File: src/rtl/ram_port_arbiter.sv
// ram_port_arbiter: round-robin arbiter sharing a cleared-on-reset single-port RAM between two requesters
// Ports:
//   clk, reset                      rising-edge clock, synchronous active-high reset
//   req_valid/we/addr/wdata_{0,1}   request channel per requester
//   req_ready_{0,1}                 request accepted this cycle when valid & ready
//   rsp_valid_{0,1}, rsp_rdata      one-cycle read response pulse, shared data bus
//   init_done                       high once every word has been zeroed
module ram_port_arbiter #(
  parameter int WORD_SIZE  = 32,
  parameter int DEPTH_LOG2 = 3
) (
  input  logic                  clk,
  input  logic                  reset,
  input  logic                  req_valid_0,
  input  logic                  req_we_0,
  input  logic [DEPTH_LOG2-1:0] req_addr_0,
  input  logic [WORD_SIZE-1:0]  req_wdata_0,
  input  logic                  req_valid_1,
  input  logic                  req_we_1,
  input  logic [DEPTH_LOG2-1:0] req_addr_1,
  input  logic [WORD_SIZE-1:0]  req_wdata_1,
  output logic                  req_ready_0,
  output logic                  req_ready_1,
  output logic                  rsp_valid_0,
  output logic                  rsp_valid_1,
  output logic [WORD_SIZE-1:0]  rsp_rdata,
  output logic                  init_done
);
  typedef enum logic {INIT, RUN} state_t;
  localparam logic [DEPTH_LOG2-1:0] LAST_ADDR = '1;
  state_t                  r_state, w_state_nxt;
  logic [DEPTH_LOG2-1:0]   r_clr_cnt;
  logic                    r_last_grant;
  logic [WORD_SIZE-1:0]    r_mem [2**DEPTH_LOG2];
  logic [1:0]              r_rsp_valid;
  logic [WORD_SIZE-1:0]    r_rsp_rdata;
  logic                    w_gnt_0, w_gnt_1, w_acc, w_we;
  logic [DEPTH_LOG2-1:0]   w_addr;
  logic [WORD_SIZE-1:0]    w_wdata;
  always_comb begin
    // on a tie the requester that did not win last time goes first
    w_gnt_0     = req_valid_0 && (!req_valid_1 || r_last_grant);
    w_gnt_1     = req_valid_1 && (!req_valid_0 || !r_last_grant);
    req_ready_0 = (r_state == RUN) && w_gnt_0;
    req_ready_1 = (r_state == RUN) && w_gnt_1;
    w_acc       = req_ready_0 || req_ready_1;
    w_we        = req_ready_1 ? req_we_1    : req_we_0;
    w_addr      = req_ready_1 ? req_addr_1  : req_addr_0;
    w_wdata     = req_ready_1 ? req_wdata_1 : req_wdata_0;
    w_state_nxt = (r_state == INIT && r_clr_cnt == LAST_ADDR) ? RUN : r_state;
  end
  always_ff @(posedge clk) begin
    if (reset) begin
      r_state      <= INIT;
      r_clr_cnt    <= '0;
      r_last_grant <= 1'b1;
      r_rsp_valid  <= '0;
      r_rsp_rdata  <= '0;
    end else begin
      r_state     <= w_state_nxt;
      if (r_state == INIT) r_clr_cnt <= r_clr_cnt + 1'b1;
      if (w_acc) r_last_grant <= req_ready_1;
      r_rsp_valid <= {req_ready_1 && !w_we, req_ready_0 && !w_we};
      if (w_acc && !w_we) r_rsp_rdata <= r_mem[w_addr];
    end
  end
  // storage has no reset of its own; the INIT pass zeroes it and a reset edge blocks any write
  always_ff @(posedge clk) begin
    if (!reset) begin
      if (r_state == INIT) r_mem[r_clr_cnt] <= '0;
      else if (w_acc && w_we) r_mem[w_addr] <= w_wdata;
    end
  end
  assign rsp_valid_0 = r_rsp_valid[0];
  assign rsp_valid_1 = r_rsp_valid[1];
  assign rsp_rdata   = r_rsp_rdata;
  assign init_done   = (r_state == RUN);
endmodule

File: config.mk
export PLATFORM = sky130hd
export DESIGN_NAME = ram_port_arbiter
export DESIGN_NICKNAME = d
export VERILOG_FILES = /design/src/rtl/ram_port_arbiter.sv
export SDC_FILE = /design/constraint.sdc
export NUM_CORES = 1
export LEC_CHECK = 0
export BUFFER_PORTS_ARGS = -buffer_cell sky130_fd_sc_hd__buf_2
export CORE_MARGIN = 5
export CORE_UTILIZATION = 55
export DETAILED_ROUTE_END_ITERATION = 8
export GPL_TIMING_DRIVEN = 1
export PLACE_DENSITY_LB_ADDON = 0.05
export SLEW_MARGIN = 20
export SYNTH_ARGS = -nofsm -noshare
export SYNTH_HDL_FRONTEND = slang
export SYNTH_SLANG_ARGS = --single-unit
export TNS_END_PERCENT = 10
File: constraint.sdc
create_clock -name clk -period 9.36 [get_ports clk]
set_clock_uncertainty 0.2 [all_clocks]
set_input_delay 1.872 -clock clk [delete_from_list [all_inputs] [get_ports clk]]
set_output_delay 1.872 -clock clk [all_outputs]
set_load 0.1 [all_outputs]
==> impl_metrics.py, run 1 <==
metrics = {
    "cells_and_area": {
        "seqCellArea_mm2": 0.00847,
        "nNetsFinal": 969,
        "syn2layout_area_growth_pct": 14.5,
        "multi_input_area_mm2": 0.00496,
        "fill_cells": 1755,
        "antenna_cells": 0,
        "drive_above_1_share_pct": 39.9,
        "stdcell_area_mm2": 0.0157,
    },
    "placement": {
        "place_congestion": 0.815,
        "dp_hpwl_mm": 19.2,
        "io_buffers": 112,
        "placed_area_mm2": 0.0146,
    },
    "clock_tree": {
        "clk_latency_ps": 540,
        "tritoncts": "yes",
        "cts_made_buffers": 31,
        "cts.sinks": 295,
        "cts-root-buf": "clkbuf_16",
        "clk_pin_slew_worst_paths_ps": 60,
        "cts_max_path_buffers": 3,
        "cts_setup_buffers": 0,
        "htreeDepth": 1,
        "post_cts_resized": 0,
        "cts_hold_buffers": 0,
    },
    "floorplan": {
        "die_h_um": 168,
        "die-area_mm2": 0.0282,
        "core-area_mm2": 0.0244,
        "pin_count": 113,
        "rows": 57,
        "fp.dieW_um": 168,
        "start_util_pct": 56.1,
    },
    "detailed_routing": {
        "post_drt_wl_per_cell_um": 26.6,
        "num_vias": 7913,
        "vias_per_cell": 6.39,
        "drt-initial-drc-count": 629,
        "dr.pass1.iters": 4,
        "wirelength_mm": 33.0,
        "route.detailed.drc": 0,
        "ant_nets": 0,
    },
    "sta": {
        "maxSlewHeadroom_pct": 25.7,
        "layout_min_cycle_time_ps": 5320,
        "final_max_slew_viol_count": 0,
        "setup_viol": 0,
        "hold_viol": 0,
        "rsz0062_at_grt": "no",
        "worst_pin_slew_ps": 1110,
        "fmax_mhz": 188,
        "post-route-period-util_pct": 56.8,
        "finalSetupTns_ps": 0,
    },
    "run_status": {
        "status": "finished clean",
    },
    "worst_setup_path": {
        "cp-startpoint": "req_valid_1",
        "worstSetupStartpointType": "input port",
        "r2r_start": "init_done",
        "rr_endpoint": "r_mem[0][26]",
        "worstRegToRegCells": 6,
        "ff2ff_setup_slack_ps": 5030,
        "crit_fanout": 19,
        "required_ps": 7290,
        "arrival_ps": 3240,
        "path_class": "input port to output pin",
        "cp-end-kind": "output pin",
    },
    "power": {
        "peakVddDrop_mv": 0.132,
        "p_leak_nw": 5.20,
        "power.density_mw_per_mm2": 192,
    },
    "synth": {
        "syn_area_mm2": 0.0137,
        "syn_nets": 865,
        "synthTopCellsByArea": "edfxtp_1 56%, mux4_2 19%, dfxtp_1 5.7%",
        "synth_top_area_cell": "edfxtp_1",
        "yosysWarnings": 0,
        "yosysSeqAreaShare_pct": 61.8,
        "synth_top_area_share_pct": 56.1,
        "ys_seq_elements": 295,
        "syn-mean-instance-area_um2": 17.4,
        "syn_inst": 787,
        "ys_types": 39,
    },
    "grt": {
        "grt_use_total_pct": 23.4,
        "gr-total-overflow": 0,
        "grt_pass1_wl_mm": 50.6,
        "grt_pass1_vias": 8496,
        "grt_max_degree": 69,
        "antenna_found_initial": 0,
    },
    "min_path": {
        "hold_path_end": "rsp_rdata[16]",
        "whs_path_depth": 1,
        "min_path_type": "flop to flop",
        "min_from": "rsp_rdata[16]",
    },
    "job": {
        "drv_cap": 0,
    },
}
## cells in the mapped netlist
| master | instances |
|---|---|
| o32a_1 | 1 |
| nand2b_1 | 3 |
| mux4_2 | 118 |
| o21a_1 | 2 |
| and2_1 | 1 |
| a221o_1 | 17 |
| buf_1 | 3 |
| inv_1 | 3 |
| dfxtp_1 | 39 |
| o211ai_2 | 1 |
| a21oi_1 | 33 |
| nand4b_1 | 2 |
| clkbuf_1 | 25 |
| a21o_1 | 1 |
| mux4_1 | 10 |
| buf_12 | 2 |
| nand2_2 | 1 |
| a31oi_1 | 1 |
| xor2_1 | 1 |
| mux2i_1 | 23 |
| nand3_1 | 5 |
| o22ai_1 | 16 |
| a32oi_1 | 1 |
| o31ai_1 | 1 |
| nand2_1 | 67 |
| ha_1 | 2 |
| nor2_2 | 1 |
| mux2_2 | 48 |
| nor2b_1 | 5 |
| buf_2 | 23 |
| a21boi_4 | 1 |
| buf_4 | 5 |
| buf_6 | 2 |
| nor2_1 | 48 |
| clkinv_1 | 1 |
| edfxtp_1 | 256 |
| nor3_1 | 15 |
| o21ai_0 | 2 |
| o2bb2ai_2 | 1 |
## critical path, stage by stage
cell	delay, ps
buf_2	120
a21boi_4	280
nand2_2	90
inv_1	100
buf_4	280
buf_2	490
## how the worst max path moves through the flow
| stage | to | slack, ps | cells after the start |
|---|---|---|---|
| after global placement | r_mem[0][26] | 3810 | 8 |
| after global routing | req_ready_1 | 4000 | 6 |
| after CTS | req_ready_1 | 4050 | 6 |
| after detailed placement | r_mem[0][26] | 3690 | 8 |
| final | req_ready_1 | 4040 | 6 |
| after floorplan | req_ready_0 | 4010 | 2 |
## kinds of logic after synthesis
group,after synthesis,synth area share (%)
buf+inv,64,2.45
fa+ha+maj,2,0.183
mux,199,27.0
flops,295,61.8
simple gates,148,4.51
xor+xnor,1,0.0640
compound gates,78,3.99
## flip-flops by register name (all words and copies together) (netlist names)
name and cells:
r_rsp_valid 2, init_done 1, r_mem 256, r_last_grant 1, r_clr_cnt 3, rsp_rdata 32
## per-stage QoR
step	setup WS, ps	utilization (%)	instances	hold WS (ps)	power [mW]
after floorplan	4010	-	787	328	1.66
after global placement	3810	59.7	1182	233	1.72
after detailed placement	3690	59.7	1182	248	1.73
after CTS	4050	64.3	1239	263	3.04
after global routing	4000	64.3	1239	297	3.12
final	4040	64.3	1239	255	3.02
## area by class of cell
cell class                      count  share of cell area, %
Tap cell                          324                   2.59
Sequential cell                   295                   54.0
Multi-Input combinational cell    428                   31.7
Timing Repair Buffer              131                   4.52
Inverter                            4                 0.0958
Clock buffer                       40                   5.55
Clock inverter                     17                   1.56
## power by group
| group | switching, mW | leakage [nW] | total, mW | internal [mW] |
|---|---|---|---|---|
| Clock | 0.500 | 0.554 | 1.32 | 0.819 |
| Sequential | 0.0183 | 2.47 | 1.47 | 1.46 |
| Combinational | 0.113 | 2.17 | 0.224 | 0.111 |
| Total | 0.631 | 5.20 | 3.02 | 2.39 |
## per-layer routing
layer  vias to the layer above  global-route usage (%)  wire (um)
met5                         -                       0          0
met2                       319                    40.5      17100
met3                        48                    3.17       2010
met1                      4113                    31.9      13200
li1                       3433                       -          -
met4                         0                    6.07        652
## placed cells by master (no fill, tap or decap), drive strengths merged, types with 6 or more instances in the layout
master / count
clkinv: 9
clkbuf: 40
nand2: 68
mux4: 128
edfxtp: 256
nor2: 49
buf: 131
dfxtp: 39
mux2i: 23
nor3: 15
o22ai: 16
a221o: 17
mux2: 48
bufinv: 6
a21oi: 33
Power figures use the tool's default switching activity.
==> run 2: changes to the inputs <==
- clock period: 9.36 -> 4.9 ns (I/O delays scaled with it)
==> run 2 against run 1 <==
Core utilization up 0.52 points; wire length is 2.6% higher; register-to-register slack lost 3800 ps; total power grew 89%; critical path depth down 2; sequential share of layout area down 0.43 points; flip-flop and latch count is the same; count of clock-buffer cells in the layout rose by 3; critical path type is now flop to output pin; critical endpoint unchanged.
==> impl_metrics.py, run 2 (synthesis gave the netlist of run 1 again) <==
metrics = {
    "sta": {
        "hold_viol": 0,
        "fmax_mhz": 249,
        "maxSlewHeadroom_pct": 21.8,
        "final_max_slew_viol_count": 0,
        "finalSetupTns_ps": 0,
        "rsz0062_at_grt": "no",
        "post-route-period-util_pct": 82.0,
        "worst_pin_slew_ps": 1170,
        "setup_viol": 0,
        "finalHoldWorstSlack_ps": 269,
        "layout_min_cycle_time_ps": 4020,
    },
    "floorplan": {
        "die-area_mm2": 0.0282,
        "rows": 57,
        "fp.dieW_um": 168,
        "die_h_um": 168,
        "core-area_mm2": 0.0244,
        "pin_count": 113,
        "start_util_pct": 56.1,
    },
    "detailed_routing": {
        "post_drt_wl_per_cell_um": 27.2,
        "ant_nets": 0,
        "route.detailed.drc": 0,
        "drt-initial-drc-count": 729,
        "num_vias": 8048,
        "vias_per_cell": 6.46,
        "wirelength_mm": 33.9,
        "dr.pass1.iters": 5,
    },
    "cells_and_area": {
        "largest_reg_flops": 256,
        "antenna_cells": 0,
        "syn2layout_area_growth_pct": 15.4,
        "stdcell_area_mm2": 0.0158,
        "final_common_cell": "edfxtp_1",
        "drive_above_1_share_pct": 39.5,
        "nNetsFinal": 976,
        "top_register": "r_mem",
        "fill_cells": 1738,
        "final_cell_mix": "256 x edfxtp_1, 118 x mux4_2, 110 x buf_2, 67 x nand2_1, 48 x mux2_2",
        "seqCellArea_mm2": 0.00847,
        "multi_input_area_mm2": 0.00496,
    },
    "min_path": {
        "min_from": "rsp_rdata[16]",
        "min_path_type": "flop to flop",
        "hold_path_end": "rsp_rdata[16]",
        "whs_path_depth": 1,
    },
    "clock_tree": {
        "cts_max_path_buffers": 3,
        "cts_setup_buffers": 0,
        "cts.sinks": 295,
        "cts_hold_buffers": 0,
        "clk_pin_slew_worst_paths_ps": 60,
        "cts-root-buf": "clkbuf_16",
        "tritoncts": "yes",
        "clk_latency_ps": 550,
        "post_cts_resized": 0,
        "htreeDepth": 1,
        "cts_made_buffers": 31,
    },
    "worst_setup_path": {
        "cp-end-kind": "output pin",
        "required_ps": 3720,
        "rr_endpoint": "r_mem[5][29]",
        "worstRegToRegCells": 7,
        "worstSetupStartpointType": "flop",
        "arrival_ps": 2840,
        "ff2ff_setup_slack_ps": 1220,
        "path_class": "flop to output pin",
        "crit_fanout": 39,
        "r2r_start": "init_done",
    },
    "placement": {
        "place_congestion": 0.795,
        "dp_hpwl_mm": 20.8,
        "io_buffers": 112,
        "placed_area_mm2": 0.0147,
    },
    "power": {
        "p_total_mw": 5.71,
        "p_leak_nw": 5.24,
        "peakVddDrop_mv": 0.257,
        "power.density_mw_per_mm2": 361,
    },
    "grt": {
        "grt_pass1_wl_mm": 52.0,
        "grt_use_total_pct": 24.2,
        "grt_pass1_vias": 8730,
        "grt_max_degree": 48,
        "antenna_found_initial": 0,
        "gr-total-overflow": 0,
    },
    "run_status": {
        "status": "finished clean",
    },
    "job": {
        "drv_cap": 0,
    },
}
==> run 2: cell type report <==
type,count,share of cell area [%]
sequential,295,53.6
multi-input combinational,428,31.4
timing repair buffer,138,5.59
clock buffer,43,5.52
tap,324,2.57
clock inverter,14,1.26
inverter,4,0.0950
==> run 2: per-layer routing <==
| metal | global-route usage, % | part of all wire, % | up-vias |
|---|---|---|---|
| li1 | - | - | 3453 |
| met1 | 32.5 | 40 | 4195 |
| met2 | 41.5 | 51 | 330 |
| met3 | 3.68 | 6.1 | 70 |
| met4 | 7.34 | 2.8 | 0 |
| met5 | 0 | 0 | - |
==> run 2: critical path, cell delays in order, from the launching register on <==
cell and delay, ps:
dfxtp_1 760, nand2_2 320, inv_1 210, buf_4 470, buf_2 520
==> run 2: worst max-delay path by stage <==
stage	slack [ps]	cells after the start	to	start
after CTS	900	4	req_ready_1	init_done
after global placement	810	7	r_mem[0][26]	req_valid_0
after floorplan	780	6	r_mem[6][0]	init_done
after detailed placement	720	9	r_mem[5][29]	req_valid_0
final	880	4	req_ready_1	init_done
after global routing	720	4	req_ready_1	init_done
==> run 2: where the power goes <==
part	switching (mW)	internal, mW
Sequential	0.0355	2.78
Clock	0.943	1.50
Combinational	0.224	0.228
==> run 2: through the flow <==
stage / utilization [%] / setup slack (ps) / cells
2_1_floorplan: - / 782 / 787
3_3_place_gp: 60.0 / 809 / 1185
3_5_place_dp: 60.4 / 725 / 1189
4_1_cts: 64.8 / 903 / 1246
5_1_grt: 64.8 / 724 / 1246
6_report: 64.8 / 880 / 1246
